<file path="src/rtl/tsc_pkg.sv">
// Shared types and defaults for the turn-signal conditioner.
package tsc_pkg;

    localparam int unsigned DEBOUNCE_CYCLES_DEF = 4;
    localparam int unsigned CNT_W_DEF           = 8;

    typedef enum logic [1:0] {
        IDLE      = 2'd0,
        RISE_WAIT = 2'd1,
        ON        = 2'd2,
        FALL_WAIT = 2'd3
    } deb_state_e;

    // A channel reads as stably high until a fall has been fully confirmed.
    function automatic logic is_stable_high(input deb_state_e s);
        return (s == ON) || (s == FALL_WAIT);
    endfunction

endpackage

</file>
<file path="src/rtl/debounce_channel.sv">
// One switch channel: 2-flop synchronizer, saturating counter and debounce FSM.
module debounce_channel
    import tsc_pkg::*;
#(
    parameter int unsigned DEBOUNCE_CYCLES = DEBOUNCE_CYCLES_DEF,
    parameter int unsigned CNT_W           = CNT_W_DEF
) (
    input  logic clk,
    input  logic reset,
    input  logic raw,
    output logic stable
);

    localparam logic [CNT_W-1:0] CNT_MAX   = '1;
    localparam logic [CNT_W-1:0] CNT_LIMIT = CNT_W'(DEBOUNCE_CYCLES);

    logic             sync_q1;
    logic             sync_q2;
    deb_state_e       state;
    deb_state_e       state_next;
    logic [CNT_W-1:0] cnt;
    logic [CNT_W-1:0] cnt_next;
    logic [CNT_W-1:0] cnt_inc;
    logic             stable_next;

    assign cnt_inc = (cnt == CNT_MAX) ? cnt : cnt + CNT_W'(1);

    always_ff @(posedge clk or posedge reset) begin
        if (reset) begin
            sync_q1 <= 1'b0;
            sync_q2 <= 1'b0;
        end else begin
            sync_q1 <= raw;
            sync_q2 <= sync_q1;
        end
    end

    always_ff @(posedge clk or posedge reset) begin
        if (reset) begin
            state  <= IDLE;
            cnt    <= '0;
            stable <= 1'b0;
        end else begin
            state  <= state_next;
            cnt    <= cnt_next;
            stable <= stable_next;
        end
    end

    // The limit is checked before incrementing, so DEBOUNCE_CYCLES synced
    // samples are counted before the state flips.
    always_comb begin
        state_next = state;
        cnt_next   = cnt;
        case (state)
            IDLE: begin
                if (sync_q2) begin
                    state_next = RISE_WAIT;
                    cnt_next   = CNT_W'(1);
                end
            end
            RISE_WAIT: begin
                if (!sync_q2) begin
                    state_next = IDLE;
                    cnt_next   = '0;
                end else if (cnt >= CNT_LIMIT) begin
                    state_next = ON;
                    cnt_next   = '0;
                end else begin
                    cnt_next = cnt_inc;
                end
            end
            ON: begin
                if (!sync_q2) begin
                    state_next = FALL_WAIT;
                    cnt_next   = CNT_W'(1);
                end
            end
            FALL_WAIT: begin
                if (sync_q2) begin
                    state_next = ON;
                    cnt_next   = '0;
                end else if (cnt >= CNT_LIMIT) begin
                    state_next = IDLE;
                    cnt_next   = '0;
                end else begin
                    cnt_next = cnt_inc;
                end
            end
            default: begin
                state_next = IDLE;
                cnt_next   = '0;
            end
        endcase
    end

    always_comb begin
        stable_next = is_stable_high(state_next);
    end

endmodule

</file>
<file path="src/rtl/turn_signal_conditioner.sv">
// Debounces turn/hazard switches and arbitrates them into registered lamp requests.
// Define TSC_HAZARD_EN to build the hazard channel and its priority.
module turn_signal_conditioner
    import tsc_pkg::*;
#(
    parameter int unsigned DEBOUNCE_CYCLES = DEBOUNCE_CYCLES_DEF,
    parameter int unsigned CNT_W           = CNT_W_DEF
) (
    input  logic clk,
    input  logic reset,
    input  logic sw_left_raw,
    input  logic sw_right_raw,
    input  logic sw_hazard_raw,
    output logic left,
    output logic right,
    output logic conflict
);

    logic left_stable;
    logic right_stable;
    logic left_next;
    logic right_next;
    logic conflict_next;

    debounce_channel #(.DEBOUNCE_CYCLES(DEBOUNCE_CYCLES), .CNT_W(CNT_W)) u_left (
        .clk    (clk),
        .reset  (reset),
        .raw    (sw_left_raw),
        .stable (left_stable)
    );

    debounce_channel #(.DEBOUNCE_CYCLES(DEBOUNCE_CYCLES), .CNT_W(CNT_W)) u_right (
        .clk    (clk),
        .reset  (reset),
        .raw    (sw_right_raw),
        .stable (right_stable)
    );

`ifdef TSC_HAZARD_EN
    logic hazard_stable;

    debounce_channel #(.DEBOUNCE_CYCLES(DEBOUNCE_CYCLES), .CNT_W(CNT_W)) u_hazard (
        .clk    (clk),
        .reset  (reset),
        .raw    (sw_hazard_raw),
        .stable (hazard_stable)
    );
`else
    logic hazard_unused;
    assign hazard_unused = sw_hazard_raw;
`endif

    // Later assignments override earlier ones, giving hazard the top priority.
    always_comb begin
        left_next     = left_stable;
        right_next    = right_stable;
        conflict_next = 1'b0;
        if (left_stable && right_stable) begin
            left_next     = 1'b0;
            right_next    = 1'b0;
            conflict_next = 1'b1;
        end
`ifdef TSC_HAZARD_EN
        if (hazard_stable) begin
            left_next     = 1'b1;
            right_next    = 1'b1;
            conflict_next = 1'b0;
        end
`endif
    end

    always_ff @(posedge clk or posedge reset) begin
        if (reset) begin
            left     <= 1'b0;
            right    <= 1'b0;
            conflict <= 1'b0;
        end else begin
            left     <= left_next;
            right    <= right_next;
            conflict <= conflict_next;
        end
    end

endmodule

</file>
<file path="config.mk">
export PLATFORM = sky130hd
export DESIGN_NAME = turn_signal_conditioner
export DESIGN_NICKNAME = d
export VERILOG_FILES = /design/src/rtl/tsc_pkg.sv /design/src/rtl/debounce_channel.sv /design/src/rtl/turn_signal_conditioner.sv
export SDC_FILE = /design/constraint.sdc
export NUM_CORES = 1
export LEC_CHECK = 0
export ABC_AREA = 1
export BUFFER_PORTS_ARGS = -buffer_cell sky130_fd_sc_hd__buf_2
export CAP_MARGIN = 20
export CORE_MARGIN = 10
export CORE_UTILIZATION = 40
export CTS_BUF_LIST = sky130_fd_sc_hd__clkbuf_16
export DETAILED_ROUTE_END_ITERATION = 10
export GPL_TIMING_DRIVEN = 0
export SETUP_SLACK_MARGIN = 0.3
export SYNTH_ARGS = -nofsm -noshare
export SYNTH_HDL_FRONTEND = slang
export SYNTH_SLANG_ARGS = --single-unit
export TNS_END_PERCENT = 50
</file>
<file path="constraint.sdc">
create_clock -name clk -period 3.1 [get_ports clk]
set_input_delay 0.465 -clock clk [delete_from_list [all_inputs] [get_ports clk]]
set_output_delay 0.465 -clock clk [all_outputs]
set_load 0.02 [all_outputs]
</file>
Word-level counts from Yosys, hierarchy flattened
Cells that the tools add are included.

Register bits: 29. Bits of input ports: 5. Output and inout port bits: 3. Logic and storage cells: 71.

$add $sub $neg: 2. Magnitude comparators: 2. Equality and inequality tests: 16. Multiplexer cells: 31. Reduce and logical (&&, ||, !) cells: 7.

Operators with widths (number): 8-bit two-way mux (12); 8-bit case mux with 4 select lines (2); 2-bit two-way mux (12); 8-bit by 1-bit adder with 8-bit output (second input constant) (2); 2-bit == test (second input constant) (8); 8-bit == test (second input constant) (2); 8-bit by 3-bit >= comparator with 1-bit output (second input constant) (2); 2-bit case mux with 4 select lines (2); 2-bit by 1-bit == test with 1-bit output (second input constant) (2); 2-bit zero test (2); 2-bit by 1-bit inequality test with 1-bit output (second input constant) (2); 2-bit inequality test (second input constant) (2); 2-bit AND reduction (2); 1-bit two-way mux (3); 1-bit logical OR (2); 1-bit logical AND (1).

Depth between registers and ports, before layout
Depth in word-level cells: 6. Mapped depth: 8. Mapped depth without buffers: 8.

Cells and area by module
From an unflattened synthesis, not the netlist that was laid out.

Cell total of the unflattened synthesis: 142. Area, all modules: 1217.4 um^2.

Modules (own cells, without submodules): debounce_channel (times used 2, cells an instance 66, area an instance 558.0 um^2); turn_signal_conditioner (times used 1, cells an instance 10, area an instance 101.3 um^2).

Worst setup path before layout
No wires, ideal clock.

Kind: register to register. Start point: reg u_right.cnt[0]. End point: reg u_right.cnt[1]. Arrival time: 954 ps. Data required time: 2983 ps. Setup slack: 2029 ps. Cell stages (with the launch flop): 8. Buffers on the path: 0. Cell sequence: dfrtp_1 > ha_1 > inv_1 > nor2_1 > nand2_1 > nand2_4 > nor2_1 > nor2_1.

Longest elaborated chain between the ends: 5.

Ends and longest elaborated chain: from (decl) (RTL line debounce_channel.sv:21) `logic [CNT_W-1:0] cnt;`; from (signal assigned) (RTL line debounce_channel.sv:45) `cnt <= cnt_next;`; 8-bit by 1-bit adder with 8-bit output or 8-bit == test (tied branches) (RTL line debounce_channel.sv:26) `assign cnt_inc = (cnt == CNT_MAX) ? cnt : cnt + CNT_W'(1);`; 8-bit two-way mux (RTL line debounce_channel.sv:26); 8-bit two-way mux (*) (RTL line debounce_channel.sv:66, debounce_channel.sv:83); 8-bit two-way mux (on tied branches) (RTL line debounce_channel.sv:80, debounce_channel.sv:63); 8-bit case mux with 4 select lines (*) (RTL line debounce_channel.sv:55) `case (state)`.

Every way passes the cells marked *; elsewhere a longest branch is shown, timed or not. A chain may end at the register's enable or synchronous reset.

Worst setup path in the final report
Start point: reg conflict. End point: out conflict.

RTL lines: from (decl) (RTL line turn_signal_conditioner.sv:16) `output logic conflict`; from (signal assigned) (RTL line turn_signal_conditioner.sv:80) `conflict <= conflict_next;`.

No word-level cell between the ends.

==> impl_metrics.csv <==
group,metric,value,unit
placed_design,dpl_cell_area,1350,um2
clocking,post_cts_buffers,0,
setup_path,cp-start-kind,"register",
route,drt_iter0_markers,18,
sta,skew,3.25,ps
pwr,total_power,0.00127,W
yosys,netlist_area,1270,um2
worst_hold_path,hp-class,"in2async",
finish,syn_to_final_growth,19.8,%
sta,relSlewSlack,66.5,%
route,via_count,833,
route,vias_per_cell,4.17,
sta,fin_crit_sh,39.7,%
yosys,postSynthCellCount,141,
sta,worst_pin_slew,501,ps
grt,grt_pass1_vias,838,
floorplanning,die_width,76.3,um
placed_design,place.gp.congestion,0.744,
floorplanning,rows,20,
job,cap_viol_max_count,0,
sta,max_clock_freq,813,MHz
grt,grt_overflow,0,
yosys,avgSynthCellArea,8.99,um2
finish,diodes,0,
setup_path,cp_max_fo,1,
clocking,cts_buffer_depth,2,
yosys,ys_types,18,
clocking,clkTransAtPathRegs,50,ps
grt,use_met2,12.4,%
setup_path,slowest_stage,"dfrtp_1",
finish,fin_util,49.8,%
yosys,synth-warning-count,0,
sta,maxSlewViolCount,0,
setup_path,critPathKind,"reg2out",
floorplanning,core,3050,um2
pwr,p_leak,0.782,nW
clocking,root_buffer,"clkbuf_16",
yosys,ys_seq_area_share,57.3,%
floorplanning,fp.dieArea,5820,um2
setup_path,path_buf_inv,1,
sta,setup_viol,0,
grt,grt_usage,7.47,%
route,first_pass_iters,4,
grt,antenna_found_initial,0,
setup_path,slowest_delay,350,ps
clocking,clock_latency,270,ps
clocking,cts_tree,"yes",
route,drc,0,
placed_design,dp_hpwl,1370,um
grt,busiest_layer,"met2",
grt,grt_pass1_wl,3570,um
setup_path,crit_required,2630,ps
floorplanning,die_h,76.3,um
setup_path,end_kind,"output pin",
run_status,outcome,"finished, final reports clean",
setup_path,cp.arrival,770,ps
clocking,cts_hold_buf,0,
pwr,power_density,839,nW/um2
clocking,htreeDepth,2,
yosys,synth.net_count,150,
grt,grt_max_degree,30,
setup_path,crit_chain,"buf_2",
placed_design,port_buffers,6,
finish,fin_nets,164,
grt,grtUsageMet1,7.57,%
finish,final_layout_size_suffix_gt1_share,17.3,%
floorplanning,start_util,41.5,%
yosys,synth_seq_cells,29,
finish,n_fill_cell,299,
route,wl_per_cell,9.43,um
route,routed_wl,1890,um
setup_path,critPathTopFamily,"flip-flops",
sta,fin_tns_setup,0,ps
sta,hold_viol,0,
grt,grtUsageMet3,4.01,%
sta,rsz0062_at_grt,"no",
sta,min_period,1230,ps
clocking,cts.sinks,29,
floorplanning,io-pin-count,8,
clocking,post_cts_resized,0,
clocking,numCtsBuffers,5,
route,ant_nets,0,
finish,design_area,1520,um2
pwr,peakVddDrop,0.396,mV
-- path summary, 6_finish.rpt --
kind,to,slack (ps),cells after the start,from
min reg2reg,u_left.sync_q2,350,0,u_left.sync_q1
min in group clk,u_left.sync_q1,300,1,sw_left_raw
min,u_left.cnt[6],220,2,reset
max,conflict,1870,1,conflict
max reg2reg,u_right.cnt[1],1940,7,u_right.cnt[0]
max in group asynchronous,u_left.cnt[3],2430,3,reset
-- cell usage after synthesis (all sizes together) --
master  count  area [um2]
a22oi       1        7.51
nand3b      2        27.5
ha          4        50.1
dfrtp      29         726
a21oi       3        15.0
o22ai       1        6.26
a21boi      1        11.3
nand3       1        5.00
o21ai       4        20.0
inv        28         105
nand2      38         175
nor2       29         119
-- layer usage --
| layer | wire length (um) | up-vias |
|---|---|---|
| met1 | 841 | 383 |
| met3 | 85 | 4 |
| met2 | 926 | 7 |
| met4 | 31 | 0 |
| li1 | - | 439 |
| met5 | 0 | - |
-- metrics by stage --
stage                     std cells  hold WS [ps]  setup slack [ps]
after floorplan                 141           331              2030
after CTS                       199           298              1860
after detailed placement        191           337              1650
final                           200           217              1870
after global placement          191           334              1670
after global routing            200           250              1820
-- where the power goes --
group          leakage (nW)  total [W]  switching [W]  internal [W]
registers             0.379   0.000514      0.0000564      0.000458
clock network        0.0748   0.000441       0.000152      0.000290
logic                 0.328   0.000318       0.000196      0.000123
-- area by class of cell --
class,count,area (um2),share of cell area (%)
clock inverters,3,13.8,0.906
repair buffers,7,57.6,3.79
multi-input cells,84,437,28.7
clock buffers,5,125,8.24
well taps,44,55.1,3.62
inverters,28,105,6.92
flip-flops and latches,29,726,47.8
-- flip-flops by register name, summed over array words and instances (netlist names) --
signal,flops
u_left.sync_q2,1
u_left.stable,1
u_left.state,2
u_right.sync_q2,1
u_left.cnt,8
left,1
right,1
u_right.sync_q1,1
u_right.stable,1
conflict,1
u_left.sync_q1,1
u_right.cnt,8
u_right.state,2
-- cells in the final DEF, fill, tap and decap left out --
cell type and n:
buf_2 6, a21boi_2 1, clkinv_2 2, nand3b_4 1, a22oi_1 1, inv_2 2
ha_1 4, dfrtp_1 29, o22ai_1 1, nand2_4 3, a21oi_1 3, nor2_1 27
buf_16 1, clkbuf_16 5, nor2_2 1, o21ai_0 4, nand2_1 31, nand3b_1 1
nand2_2 4, inv_1 27, nand3_1 1, nor2_4 1
-- logic make-up (layout without fill, tap and decap cells) --
logic type	after synthesis	count (layout)	share of synthesized area [%]
simple gates	70	70	25.8
flops	29	29	57.3
buf+inv	28	43	8.29
compound gates	10	10	4.74
fa+ha+maj	4	4	3.95
No activity file was read; power rests on OpenSTA's default activity.
